===== config.mk =====
export PLATFORM = sky130hd
export DESIGN_NAME = store_buffer_flat
export DESIGN_NICKNAME = d
export VERILOG_FILES = /design/src/rtl/store_buffer_pkg.sv /design/src/rtl/store_buffer_if.sv /design/src/rtl/store_buffer_fifo.sv /design/src/rtl/store_buffer.sv /design/src/flat_wrapper.sv
export SDC_FILE = /design/constraint.sdc
export NUM_CORES = 1
export LEC_CHECK = 0
export ABC_AREA = 1
export BUFFER_PORTS_ARGS = -buffer_cell sky130_fd_sc_hd__buf_4
export CORE_ASPECT_RATIO = 1.5
export CORE_UTILIZATION = 50
export CTS_CLUSTER_SIZE = 14
export DETAILED_ROUTE_END_ITERATION = 6
export GPL_TIMING_DRIVEN = 0
export PLACE_DENSITY = 0.67
export SLEW_MARGIN = 15
export SYNTH_ARGS = -nofsm -noshare
export SYNTH_HDL_FRONTEND = slang
export SYNTH_SLANG_ARGS = --single-unit

===== constraint.sdc =====
create_clock -name clk -period 11.17 [get_ports clk]
set_input_delay 1.6755 -clock clk [delete_from_list [all_inputs] [get_ports clk]]
set_output_delay 1.6755 -clock clk [all_outputs]
set_load 0.005 [all_outputs]

===== src/rtl/store_buffer_pkg.sv =====
// Shared definitions for the store buffer slice.
// Holds the default buffer depth, the drain FSM state encoding, the
// {addr,data} entry layout and a word-address compare helper.
package store_buffer_pkg;

   localparam int unsigned DEPTH_DEFAULT = 4;
   localparam int unsigned ADDR_W        = 32;
   localparam int unsigned DATA_W        = 32;
   localparam int unsigned ENTRY_W       = ADDR_W + DATA_W;

   typedef enum logic {
      IDLE = 1'b0,
      REQ  = 1'b1
   } drain_state_t;

   typedef struct packed {
      logic [ADDR_W-1:0] addr;
      logic [DATA_W-1:0] data;
   } sb_entry_t;

   // Only full-word stores exist, so byte offset bits never take part in a match.
   function automatic logic word_match(input logic [ADDR_W-1:0] a,
                                       input logic [ADDR_W-1:0] b);
      return a[ADDR_W-1:2] == b[ADDR_W-1:2];
   endfunction

endpackage


===== src/rtl/store_buffer_if.sv =====
// Memory-side bus of the store buffer.
//   mem_req/mem_addr/mem_wdata/mem_ack : registered write request handshake
//   mem_raddr/mem_rdata                : asynchronous read port
// master = store buffer side, slave = memory side.
interface store_buffer_if;

   logic                               mem_req;
   logic [store_buffer_pkg::ADDR_W-1:0] mem_addr;
   logic [store_buffer_pkg::DATA_W-1:0] mem_wdata;
   logic                               mem_ack;
   logic [store_buffer_pkg::ADDR_W-1:0] mem_raddr;
   logic [store_buffer_pkg::DATA_W-1:0] mem_rdata;

   modport master (
      output mem_req, mem_addr, mem_wdata, mem_raddr,
      input  mem_ack, mem_rdata
   );

   modport slave (
      input  mem_req, mem_addr, mem_wdata, mem_raddr,
      output mem_ack, mem_rdata
   );

endinterface


===== src/rtl/store_buffer_fifo.sv =====
// sb_fifo: circular buffer of DEPTH {addr,data} entries plus load match logic.
//   clk, reset  : clock, asynchronous active-high reset
//   push        : write wr_entry at tail
//   pop         : retire head entry
//   head_entry  : oldest entry (meaningful while count > 0)
//   count       : number of valid entries
//   lookup_addr : load address to search for
//   hit/hit_data: youngest valid entry whose word address matches
module sb_fifo
   import store_buffer_pkg::*;
#(
   parameter int unsigned DEPTH = DEPTH_DEFAULT
) (
   input  logic                    clk,
   input  logic                    reset,
   input  logic                    push,
   input  sb_entry_t               wr_entry,
   input  logic                    pop,
   output sb_entry_t               head_entry,
   output logic [$clog2(DEPTH):0]  count,
   input  logic [ADDR_W-1:0]       lookup_addr,
   output logic                    hit,
   output logic [DATA_W-1:0]       hit_data
);

   localparam int unsigned PW = $clog2(DEPTH);
   localparam int unsigned CW = PW + 1;

   sb_entry_t         entries [DEPTH];
   logic [PW-1:0]     head;
   logic [PW-1:0]     tail;
   logic [PW-1:0]     idx;

   // Entry contents carry no reset; validity comes from head and count only.
   always_ff @(posedge clk) begin
      if (push) begin
         entries[tail] <= wr_entry;
      end
   end

   // DEPTH is a power of two, so pointer overflow is the modulo wrap.
   always_ff @(posedge clk or posedge reset) begin
      if (reset) begin
         head  <= '0;
         tail  <= '0;
         count <= '0;
      end else begin
         if (push) tail <= tail + 1'b1;
         if (pop)  head <= head + 1'b1;
         case ({push, pop})
            2'b10:   count <= count + 1'b1;
            2'b01:   count <= count - 1'b1;
            default: count <= count;
         endcase
      end
   end

   assign head_entry = entries[head];

   // Walk oldest to youngest so the last match seen is the youngest store.
   always_comb begin
      hit      = 1'b0;
      hit_data = '0;
      idx      = '0;
      for (int unsigned i = 0; i < DEPTH; i++) begin
         idx = head + PW'(i);
         if ((CW'(i) < count) && word_match(entries[idx].addr, lookup_addr)) begin
            hit      = 1'b1;
            hit_data = entries[idx].data;
         end
      end
   end

endmodule


===== src/rtl/store_buffer.sv =====
// store_buffer: posted-write buffer between processor and memory.
//   clk, reset : clock, asynchronous active-high reset
//   cpu_we     : processor store strobe
//   cpu_addr   : processor byte address (stores and loads)
//   cpu_wdata  : processor store data
//   cpu_rdata  : load data, forwarded from the youngest matching buffered store
//                or taken from the memory read port
//   stall      : store cannot be accepted this cycle
//   mem        : memory bus (write handshake + asynchronous read port)
//   count      : entries held, including the one being drained
module store_buffer
   import store_buffer_pkg::*;
#(
   parameter int unsigned DEPTH = DEPTH_DEFAULT
) (
   input  logic                    clk,
   input  logic                    reset,
   input  logic                    cpu_we,
   input  logic [ADDR_W-1:0]       cpu_addr,
   input  logic [DATA_W-1:0]       cpu_wdata,
   output logic [DATA_W-1:0]       cpu_rdata,
   output logic                    stall,
   store_buffer_if.master          mem,
   output logic [$clog2(DEPTH):0]  count
);

   localparam int unsigned CW = $clog2(DEPTH) + 1;
   localparam logic [CW-1:0] FULL = CW'(DEPTH);

   drain_state_t      state;
   sb_entry_t         wr_entry;
   sb_entry_t         head_entry;
   logic              full;
   logic              push;
   logic              pop;
   logic              hit;
   logic [DATA_W-1:0] hit_data;

   // A pop on the same edge does not free a slot for the store: no push at full.
   assign full  = (count == FULL);
   assign stall = cpu_we & full;
   assign push  = cpu_we & ~full;
   assign pop   = (state == REQ) & mem.mem_ack;

   always_comb begin
      wr_entry      = '0;
      wr_entry.addr = cpu_addr;
      wr_entry.data = cpu_wdata;
   end

   sb_fifo #(
      .DEPTH (DEPTH)
   ) u_fifo (
      .clk         (clk),
      .reset       (reset),
      .push        (push),
      .wr_entry    (wr_entry),
      .pop         (pop),
      .head_entry  (head_entry),
      .count       (count),
      .lookup_addr (cpu_addr),
      .hit         (hit),
      .hit_data    (hit_data)
   );

   // Returning to IDLE on every ack guarantees one idle cycle between writes.
   always_ff @(posedge clk or posedge reset) begin
      if (reset) begin
         state         <= IDLE;
         mem.mem_req   <= 1'b0;
         mem.mem_addr  <= '0;
         mem.mem_wdata <= '0;
      end else begin
         case (state)
            IDLE: begin
               if (count != '0) begin
                  state         <= REQ;
                  mem.mem_req   <= 1'b1;
                  mem.mem_addr  <= head_entry.addr;
                  mem.mem_wdata <= head_entry.data;
               end
            end
            REQ: begin
               if (mem.mem_ack) begin
                  state       <= IDLE;
                  mem.mem_req <= 1'b0;
               end
            end
            default: begin
               state       <= IDLE;
               mem.mem_req <= 1'b0;
            end
         endcase
      end
   end

   assign mem.mem_raddr = cpu_addr;
   assign cpu_rdata     = hit ? hit_data : mem.mem_rdata;

endmodule


===== src/flat_wrapper.sv =====
// flat-port wrapper written by rule: the top's interface ports become plain ports
module store_buffer_flat import store_buffer_pkg::*;
#(
   parameter int unsigned DEPTH = DEPTH_DEFAULT
)
  (clk, reset, cpu_we, cpu_addr, cpu_wdata, cpu_rdata, stall, count, mem_mem_req, mem_mem_addr, mem_mem_wdata, mem_mem_raddr, mem_mem_ack, mem_mem_rdata);
  store_buffer_if mem_i ();
  input  logic clk;
  input  logic reset;
  input  logic cpu_we;
  input  logic [ADDR_W-1:0] cpu_addr;
  input  logic [DATA_W-1:0] cpu_wdata;
  output logic [DATA_W-1:0] cpu_rdata;
  output logic stall;
  output logic [$clog2(DEPTH):0] count;
  output wire logic [$bits(mem_i.mem_req)-1:0] mem_mem_req;
  output wire logic [$bits(mem_i.mem_addr)-1:0] mem_mem_addr;
  output wire logic [$bits(mem_i.mem_wdata)-1:0] mem_mem_wdata;
  output wire logic [$bits(mem_i.mem_raddr)-1:0] mem_mem_raddr;
  input wire logic [$bits(mem_i.mem_ack)-1:0] mem_mem_ack;
  input wire logic [$bits(mem_i.mem_rdata)-1:0] mem_mem_rdata;
  assign mem_mem_req = mem_i.mem_req;
  assign mem_mem_addr = mem_i.mem_addr;
  assign mem_mem_wdata = mem_i.mem_wdata;
  assign mem_mem_raddr = mem_i.mem_raddr;
  assign mem_i.mem_ack = mem_mem_ack;
  assign mem_i.mem_rdata = mem_mem_rdata;
  store_buffer #(.DEPTH(DEPTH)) u_core (.clk(clk), .reset(reset), .cpu_we(cpu_we), .cpu_addr(cpu_addr), .cpu_wdata(cpu_wdata), .cpu_rdata(cpu_rdata), .stall(stall), .mem(mem_i), .count(count));
endmodule

After elaboration in Yosys (flattened, before gate mapping)
Memory sizes are Yosys's and may differ from the RTL's.
Index checks and enable logic that the tools add are counted.
Widths: inputs -> output; s select.
{"block": "word_totals", "ram_bits": 256, "out_inout_bits": 133, "register_bits": 73, "inputBits": 100, "mem_count": 1, "word_cells": 58}
{"block": "op_classes", "n_lt_le_gt_ge": 4, "n_bitwise": 5, "reduce_logical": 8, "n_addsub": 6, "muxes": 18, "n_eq_ne": 9}
{"memory": "u_core.u_fifo.entries", "depth": 4, "word_bits": 64, "read_ports": 4, "rd_ports_with_merged_regs": 0, "write_ports": 1, "line": "store_buffer_fifo.sv:29", "source": "sb_entry_t entries [DEPTH];"}
{"operator": "$mux 32", "count": 5}
{"operator": "$eq 30x30->1", "count": 4}
{"operator": "$mux 1", "count": 10}
{"operator": "$lt 1x3->1 const A", "count": 2}
{"operator": "$lt 2x3->1 const A", "count": 2}
{"operator": "$pmux 3 s2", "count": 1}
{"operator": "$add 2x1->2 const B", "count": 2}
{"operator": "$add 2x2->2 const B", "count": 2}
{"operator": "$logic_and 1x1->1", "count": 4}
{"operator": "$pmux 1 s2", "count": 2}
{"operator": "$reduce_and 2->1", "count": 2}
{"operator": "$add 3x1->3 const B", "count": 1}
{"operator": "$and 1x1->1", "count": 3}
{"operator": "$eq 3x3->1 const B", "count": 1}
{"operator": "$reduce_bool 3->1", "count": 1}
{"operator": "$sub 3x1->3 const B", "count": 1}
{"operator": "$eq 2x1->1 const B", "count": 1}
{"operator": "$eq 2x2->1 const B", "count": 1}
{"operator": "$ne 2x1->1 const B", "count": 1}
{"operator": "$ne 2x2->1 const B", "count": 1}
{"operator": "$not 1->1", "count": 2}
{"operator": "$reduce_bool 2->1", "count": 1}

Depth between registers and ports, before layout
Gate-level depths: netlist (run 1).
An unclocked memory read counts as a cell.
{"block": "depth", "depth_word": 8, "ltp_mapped": 23, "mapped_depth_nobuf": 19}

Cells and area by module
Synthesis (run 1) repeated with hierarchy kept, for this count alone.
{"block": "unflattened", "cells_unflattened": 3085, "hier_area_um2": 21471.8}
{"mod": "sb_fifo", "n_inst": 1, "area_per_inst_um2": 18123.6, "cells_each": 2724}
{"mod": "store_buffer", "n_inst": 1, "area_per_inst_um2": 3348.2, "cells_each": 361}

Worst setup path before layout (run 1)
OpenSTA, ideal clock, no wires.
{"block": "synth_path", "path_kind": "input port to flip-flop", "startpoint": "in cpu_we", "endpoint": "mem u_core.u_fifo.entries[0][0] (netlist name) (enable)", "path_buffers": 0, "path_slack_ps": 6123, "setup_ps": 487, "cell_stages": 2, "arrival_time_ps": 4561, "cell_sequence": "o21ai_1 -> nor2_1"}
{"block": "synth_between", "elab_chain_len": 3}
{"item": "start: declaration", "line": "flat_wrapper.sv:10", "source": "input logic cpu_we;"}
{"item": "$and 1x1->1", "line": "store_buffer.sv:42", "source": "assign push = cpu_we & ~full;"}
{"item": "$mux 1", "line": "store_buffer_fifo.sv:36", "source": "if (push) begin"}
{"item": "$mux 1 (implied by the code)", "line": "store_buffer_fifo.sv:37", "source": "entries[tail] <= wr_entry;"}
{"item": "end: declaration", "line": "store_buffer_fifo.sv:29"}
Every way passes these cells.

Final worst setup path (run 1)
{"block": "layout_path", "startpoint": "reg u_core.u_fifo.head[0]", "endpoint": "out cpu_rdata[8]"}
{"block": "layout_between", "elab_chain_len": 8, "word_cells_on_any_way": 21, "cone_classes": "add/sub: 3; eq/ne: 4; mux: 9; reduce/logical: 4; memory: 1"}
{"item": "start: declaration", "line": "store_buffer_fifo.sv:30", "source": "logic [PW-1:0] head;"}
{"item": "start signal: assignment", "line": "store_buffer_fifo.sv:49", "source": "if (pop) head <= head + 1'b1;"}
{"item": "$add 2x1->2 / $mem_v2 4x64 (equally long branches)"}
{"item": "$mem_v2 4x64 *"}
{"item": "$eq 30x30->1 / $logic_and 1x1->1 (equally long branches)", "line": "store_buffer_pkg.sv:24, store_buffer_fifo.sv:67"}
{"item": "$logic_and 1x1->1 (tied with other cells)", "line": "store_buffer_fifo.sv:67", "source": "if ((CW'(i) < count) && word_match(entries[idx].addr, lookup_addr)) begin"}
{"item": "$mux 32 / $mux 1 (equally long branches) (3 in a row)", "line": "store_buffer_fifo.sv:67"}
{"item": "$mux 32 *", "line": "store_buffer.sv:98", "source": "assign cpu_rdata = hit ? hit_data : mem.mem_rdata;"}
{"item": "end: declaration", "line": "flat_wrapper.sv:13", "source": "output logic [DATA_W-1:0] cpu_rdata;"}
Mark *: on every way between the ends. The rest lies on a longest branch, timed or not.

==> out/summary.txt, run 1 <==
Clock sink total: 329
Post-synth top area share: 36.9%
GRT Util Overall: 41.5%
Async set-or-reset flop fraction in the synthesized netlist: 22.2%
Ys Warns: 0
Nets: 3,363
MaxCap Viol Count: 0
Final worst slack: 4890 ps
Min-delay worst type: flop to flop
Clk Latency, worst-skew pair: 560 ps
Tcrit/Tclk final: 56.2%
PwrDens: 299 mW/mm2
Avg WL per Cell: 23.0 um
Post-Syn Area: 0.0209 mm2
Final min period: 6280 ps
Vias in the first global route: 20,635
Leakage: 12.1 nW
Routed wire length: 88.4 mm
Most frequent cells in the layout: nand2_1 (1,381), o21ai_0 (304), nand3_1 (288), buf_4 (273), edfxtp_1 (256)
Post-synth EDFFs: 256
Syn nets: 3,080
Bufs on Longest Clock Path: 3
Avg Cell Area, Syn: 7.02 um2
Initial antenna violation count: 1
Critical path class: flop to output pin
I/O pin total: 233
Final Skew: 18.3 ps
Worst-Margin Slew: 1240 ps
Die H: 252 um
Status: complete, but fails checks
Worst EP required: 9490 ps
CTS tree: yes
Num CTS Buffers: 35
Overflow after GRT: 0
Worst-path clk slew: 60 ps
Post-cts sizing count: 0
Worst path arrival time: 4600 ps
Fin. Hold Viols: 0
Largest net degree at the start of global routing: 41
Register area share after synthesis: 45.6%
Setup Buffers After CTS: 0
Cells after DPL: 3,775
First-pass GRT wire length: 127 mm
DRT Pass-1 Iters: 7
H-tree levels: 2
Crit-path max FO: 10
Vias per cell: 5.65
Fin cells: 3,839
Worst setup EP type: output pin
Initial DRC Count: 2,235
Gpl congestion: 1.06
Core Footprint: 0.0411 mm2
Area growth from synthesis to layout: 19.0%
Die width: 169 um
Most used flip-flop cell after synthesis: edfxtp_1
Post-DRT Antenna Nets: 0
Fin. max-slew vios: 0
Pwr Total: 7.41 mW
Top post-synthesis cells by area: edfxtp_1 (37%), nand2_1 (25%), dfrtp_1 (8.8%)
Area leader, netlist: edfxtp_1
VDD IR max: 150 uV
Setup TNS: 0 ps
Root Buffer: clkbuf_16
Worst setup SP type: flop
Slew HR: 17.3%
Layout cells sized above 1: 13.3%
Layout fillers: 3,732
CTS Hold Bufs: 0
Endpoints failing setup: 0
Initial Utilization: 50.7%
# DRC: 1
Achievable frequency: 159 MHz
Flops & latches, synth: 329
DPL Wire Length: 67.3 mm
Die ar.: 0.0425 mm2
I/O Buffers: 232
Distinct cells, synth: 30
Synth Instances: 2,971
Site row count: 91
Unrepaired setup endpoints after global routing: no
Pre-CTS setup slack: 5260 ps
Vias: 21,682
Most common cell after layout, fill and taps aside: nand2_1
Failing checks: DRC
-- registers in the layout, indices dropped and copies added (netlist names) --
register and flops:
u_core.mem.mem_addr 32, u_core.state 1, u_core.u_fifo.entries 256, u_core.mem.mem_req 1, u_core.mem.mem_wdata 32, u_core.u_fifo.count 3, u_core.u_fifo.tail 2, u_core.u_fifo.head 2
-- path summary, 6_finish.rpt --
kind,slack [ps],startpoint,cells past startpoint,endpoint
hold / removal,480,u_core.mem.mem_wdata[5]$_DFFE_PP0P_,2,u_core.mem.mem_wdata[5]$_DFFE_PP0P_
setup reg to reg,7920,u_core.u_fifo.count[0]$_DFFE_PP0P_,9,u_core.mem.mem_addr[31]$_DFFE_PP0P_
max in group asynchronous,9350,reset,3,u_core.mem.mem_addr[23]$_DFFE_PP0P_
setup / recovery,4890,u_core.u_fifo.head[0]$_DFFE_PP0P_,22,cpu_rdata[8]
hold reg to reg,480,u_core.mem.mem_wdata[5]$_DFFE_PP0P_,2,u_core.mem.mem_wdata[5]$_DFFE_PP0P_
min in group asynchronous,1190,reset,2,u_core.mem.mem_wdata[10]$_DFFE_PP0P_
-- Yosys cell counts, drive strengths merged, types with 5 or more instances --
| library cell | number |
|---|---|
| nand2 | 1382 |
| o21ai | 325 |
| nand3 | 288 |
| edfxtp | 256 |
| inv | 230 |
| nor2 | 147 |
| buf | 125 |
| dfrtp | 73 |
| clkbuf | 65 |
| a21oi | 21 |
| xor2 | 14 |
| nand4 | 11 |
| mux2i | 10 |
| ha | 9 |
| or2 | 5 |
-- report_power, final --
group	switching [mW]	internal (mW)
Sequential	0.160	1.66
Clock	0.514	0.697
Combinational	3.17	1.21
-- critical path: stages (launching register included) --
cell and delay (ps):
dfrtp_1 380, buf_6 140, inv_4 90, clkbuf_1 820, nand2_1 130, nand2_1 150
nand2_1 80, nand2_1 80, nand2_1 160, nand2_1 100, nor2_1 40, nand2_1 80
nor2_1 50, nand2_1 180, inv_1 60, nand2_1 340, nand2_1 120, nor2_2 340
buf_2 360, nor2_1 70, nand2_1 80, nand2_1 50, buf_4 130
-- cells by family (layout without fill, tap and decap cells) --
kind of cell	after synthesis	count (layout)	synth area share [%]
AND/OR/NAND/NOR	1837	1837	35.1
buffers and inverters	420	729	9.06
AO/OA/AOI/OAI	350	350	8.55
flip-flops	329	329	45.6
XOR/XNOR	16	16	0.672
multiplexers	10	10	0.480
adder cells (fa/ha/maj)	9	9	0.540
other	0	1	0
-- metal layers --
metal	GRT usage [%]	wire, um	up-vias	part of all wire [%]
met3	6.64	6870	402	7.8
met1	42.6	29400	9882	33
met2	71.8	42800	1317	48
li1	-	-	10081	-
met4	39.1	9260	0	10
met5	0	0	-	0
-- stage by stage --
step	util, %	area [um2]	hold slack [ps]
2_1_floorplan	-	20900	473
3_3_place_gp	56.7	23300	463
3_5_place_dp	57.5	23600	467
4_1_cts	60.3	24800	483
5_1_grt	60.3	24800	498
6_report	60.4	24800	478
-- final cells by class --
cell class	count	area [um2]	share of cell area [%]
plain buffers	190	1020	4.13
flip-flops and latches	329	9510	38.4
diodes	1	2.50	0.0101
clock inverters	13	168	0.676
repair buffers	246	2050	8.28
clock buffers	50	995	4.01
well taps	558	698	2.81
multi-input cells	2222	9480	38.2
inverters	230	868	3.50
Power figures use the tool's default switching activity.
==> run 2, diff against run 1 <==
Settings changed: ABC_AREA 1 to 0.
Clock period 11.17 ns to 6 ns, I/O delays scaled along.
==> out/summary.txt, run 2 <==
Flop-to-flop setup slack: 970 ps (was 7920 ps)
Pre-CTS setup slack: -183 ps (was 5260 ps)
Most common cell after layout, fill and taps aside: buf_4 (was nand2_1)
Async set-or-reset flop fraction in the synthesized netlist: 22.2% (unchanged)
Biggest regs: u_core.u_fifo.entries (256), u_core.mem.mem_addr (32), u_core.mem.mem_wdata (32) (unchanged)
GRT Util Overall: 33.6% (was 41.5%)
Initial antenna violation count: 1 (unchanged)
Post-synth top cells: edfxtp_1 (256), mux4_2 (179), mux2i_1 (90), xnor2_1 (90), nor2_1 (89) (was nand2_1 (1,381), o21ai_0 (304), nand3_1 (288), edfxtp_1 (256), inv_1 (227))
Max reg flops: 256 (unchanged)
# DRC: 0 (was 1)
Clock sink total: 329 (unchanged)
DPL Wire Length: 51.9 mm (was 67.3 mm)
Overflow after GRT: 0 (unchanged)
Worst-Margin Slew: 984 ps (was 1240 ps)
I/O pin total: 233 (unchanged)
Num CTS Buffers: 35 (unchanged)
PwrDens: 497 mW/mm2 (was 299 mW/mm2)
I/O Buffers: 232 (unchanged)
Site row count: 90 (was 91)
Post-Syn Area: 0.0204 mm2 (was 0.0209 mm2)
Distinct cells, synth: 68 (was 30)
Bufs on Longest Clock Path: 3 (unchanged)
Most common cell in the netlist: edfxtp_1 (was nand2_1)
Core Footprint: 0.0402 mm2 (was 0.0411 mm2)
Achievable frequency: 168 MHz
Leakage: 8.86 nW (was 12.1 nW)
CTS tree: yes (unchanged)
CP endpoint: cpu_rdata[30] (was cpu_rdata[8])
Worst setup EP type: output pin (unchanged)
Vias per cell: 6.67 (was 5.65)
Most used flip-flop cell after synthesis: edfxtp_1 (unchanged)
Register area share after synthesis: 46.7% (was 45.6%)
Die H: 249 um (was 252 um)
Clk Latency, worst-skew pair: 550 ps (was 560 ps)
Internal power: 7.24 mW (was 3.57 mW)
Nets: 1,836 (was 3,363)
Gpl congestion: 0.997 (was 1.06)
Worst-path clk slew: 70 ps (was 60 ps)
Fin Hold WS: 366 ps (was 478 ps)
Worst setup SP type: flop (unchanged)
Vias in the first global route: 15,588 (was 20,635)
Fin. Hold Viols: 0 (unchanged)
Worst-path cell chain: buf_6 -> buf_12 -> buf_8 -> buf_8 -> buf_6 -> mux2i_1 -> o221a_2 -> o211ai_1 -> nor4_1 -> nor4b_1 -> and4_1 -> buf_4 -> buf_2 -> a311oi_1 -> o21ai_1 -> buf_4 (was buf_6 -> inv_4 -> clkbuf_1 -> nand2_1 -> nand2_1 -> nand2_1 -> nand2_1 -> nand2_1 -> nand2_1 -> nor2_1 -> nand2_1 -> nor2_1 -> nand2_1 -> inv_1 -> nand2_1 -> nand2_1 -> nor2_2 -> buf_2 -> nor2_1 -> nand2_1 -> nand2_1 -> buf_4)
Post-synth EDFFs: 256 (unchanged)
Ys Warns: 0 (unchanged)
CP max-delay cell: mux2i_1 (was clkbuf_1)
Worst r2r src: u_core.u_fifo.head[1]$_DFFE_PP0P_ (was u_core.u_fifo.count[0]$_DFFE_PP0P_)
Clock power frac: 17.9% (was 16.3%)
Avg WL per Cell: 30.7 um (was 23.0 um)
H-tree levels: 2 (unchanged)
Avg Cell Area, Syn: 14.0 um2 (was 7.02 um2)
Die ar.: 0.0415 mm2 (was 0.0425 mm2)
Worst r2r path cells: 13 (was 9)
Area leader, netlist: edfxtp_1 (unchanged)
Min-delay worst type: input port to asynchronous set/reset pin (was flop to flop)
Switch Pwr: 4.76 mW (was 3.84 mW)
Combinational power share: 52.9% (was 59.1%)
Net Sw Frac: 39.6% (was 51.8%)
Synth Instances: 1,452 (was 2,971)
Worst path arrival time: 5070 ps (was 4600 ps)
DRT Pass-1 Iters: 7 (unchanged)
Flops & latches, synth: 329 (unchanged)
Initial Utilization: 50.6% (was 50.7%)
RR Endpoint: u_core.mem.mem_addr[14]$_DFFE_PP0P_ (was u_core.mem.mem_addr[31]$_DFFE_PP0P_)
Area growth from synthesis to layout: 18.6% (was 19.0%)
Tcrit/Tclk final: 99.5%
Top post-synthesis cells by area: edfxtp_1 (38%), mux4_2 (20%), dfrtp_1 (9.0%) (was edfxtp_1 (37%), nand2_1 (25%), dfrtp_1 (8.8%))
Root Buffer: clkbuf_16 (unchanged)
Critical path class: flop to output pin (unchanged)
First-pass GRT wire length: 101 mm (was 127 mm)
VDD IR max: 352 uV (was 150 uV)
CP max stage delay: 720 ps (was 820 ps)
Fin. max-slew vios: 0 (unchanged)
Flop pwr share: 29.2% (was 24.6%)
Slew HR: 34.4% (was 17.3%)
CTS Hold Bufs: 0 (unchanged)
Post-DRT Antenna Nets: 0 (unchanged)
Most frequent cells in the layout: buf_4 (276), edfxtp_1 (256), mux4_2 (179), nor2_1 (88), xnor2_1 (87) (was nand2_1 (1,381), o21ai_0 (304), nand3_1 (288), buf_4 (273), edfxtp_1 (256))
Final Skew: 24.9 ps (was 18.3 ps)
Status: completed (was complete, but fails checks)
Largest net degree at the start of global routing: 49 (was 41)
Initial DRC Count: 1,525 (was 2,235)
Post-synth top area share: 37.8% (was 36.9%)
MaxCap Viol Count: 0 (unchanged)
Syn nets: 1,561 (was 3,080)
Endpoints failing setup: 0 (unchanged)
Layout cells sized above 1: 38.2% (was 13.3%)
Reg with most FFs: u_core.u_fifo.entries (unchanged)
Setup TNS: 0 ps (unchanged)
Final min period: 5970 ps
Vias: 15,083 (was 21,682)
Crit path launch: u_core.u_fifo.head[0]$_DFFE_PP0P_ (unchanged)
Final worst slack: 30.5 ps (was 4890 ps)
Crit-path max FO: 10 (unchanged)
Unrepaired setup endpoints after global routing: yes (was no)
Worst EP required: 5100 ps (was 9490 ps)
Routed wire length: 69.3 mm (was 88.4 mm)
Die width: 167 um (was 169 um)
==> run 2: changes by cell type after synthesis, moves of 33 or more <==
cell | previous run | this run
inv_1 | 227 | 47
mux2_2 | 0 | 62
mux2i_1 | 10 | 90
mux4_2 | 0 | 179
nand2_1 | 1381 | 29
nand3_1 | 288 | 6
nand4b_1 | 0 | 34
nor2_1 | 144 | 89
o2111a_1 | 0 | 33
o21ai_0 | 304 | 35
xnor2_1 | 2 | 90
==> run 2: cell families after synthesis <==
family                     count (synthesis)  share of synthesized area (%)
muxes                                    335                           27.9
xor gates and xnor gates                 101                           4.35
buffers and inverters                    219                           5.57
and+or+nand+nor                          204                           5.32
AOI/OAI and AO/OA                        255                           9.55
DFF                                      329                           46.7
adders and majority gates                  9                          0.553
==> run 2: area by class of cell <==
| class | count | area (um2) |
|---|---|---|
| fillers | 3173 | 16100 |
| multi-input cells | 904 | 9820 |
| flip-flops and latches | 329 | 9510 |
| repair buffers | 239 | 1890 |
| plain buffers | 169 | 977 |
| clock buffers | 45 | 965 |
| well taps | 506 | 633 |
| inverters | 49 | 186 |
| clock inverters | 19 | 156 |
| diodes | 1 | 2.50 |
==> run 2: repair_timing <==
item,in CTS,in global routing
buffers inserted,2,0
resized for setup,17,35
cloned,0,0
setup endpoints to repair,32,32
pin swaps,1,0
==> run 2: routing by layer <==
metal  global-route usage (%)  wire [um]  vias up  part of all wire [%]
met3                     4.13       4340      187                   6.3
met2                     61.7      37200      871                    54
met4                     20.0       4420        2                   6.4
met5                        0         19        -                 0.027
li1                         -          -     6374                     -
met1                     36.9      23300     7649                    34
==> run 2: power groups by stage <==
stage          Clock [mW]  Combinational, mW  Sequential [mW]
2_1_floorplan           0               4.09             3.45
3_3_place_gp            0               6.17             3.54
3_5_place_dp            0               6.25             3.53
4_1_cts              2.17               6.29             3.49
5_1_grt              2.25               6.65             3.56
6_report             2.15               6.35             3.51
==> run 2: worst max-delay path, delay by kind of cell, from the launching register on <==
| kind | cells | cell delay, ps |
|---|---|---|
| AND/OR/NAND/NOR | 3 | 870 |
| multiplexers | 1 | 720 |
| buffers and inverters | 8 | 1690 |
| AO/OA/AOI/OAI | 4 | 840 |
| flip-flops | 1 | 350 |
==> run 2: worst min-delay path by stage <==
stage,startpoint,end,slack [ps],cells after the start
floorplan,u_core.mem.mem_addr[12]$_DFFE_PP0P_,u_core.mem.mem_addr[12]$_DFFE_PP0P_,470,2
global placement,u_core.mem.mem_addr[6]$_DFFE_PP0P_,u_core.mem.mem_addr[6]$_DFFE_PP0P_,470,2
detailed placement,u_core.mem.mem_addr[6]$_DFFE_PP0P_,u_core.mem.mem_addr[6]$_DFFE_PP0P_,470,2
CTS,reset,u_core.mem.mem_wdata[24]$_DFFE_PP0P_,360,2
global route,reset,u_core.mem.mem_wdata[24]$_DFFE_PP0P_,380,2
finish,reset,u_core.mem.mem_wdata[23]$_DFFE_PP0P_,370,2
==> run 2: per-stage QoR <==
stage	utilization, %	instance area (um2)	std cells	power, mW
2_1_floorplan	-	20400	1452	7.54
5_1_grt	60.0	24100	2260	12.5
3_5_place_dp	56.9	22900	2195	9.78
6_report	60.0	24100	2261	12.0
4_1_cts	59.8	24000	2260	11.9
3_3_place_gp	56.5	22700	2190	9.71
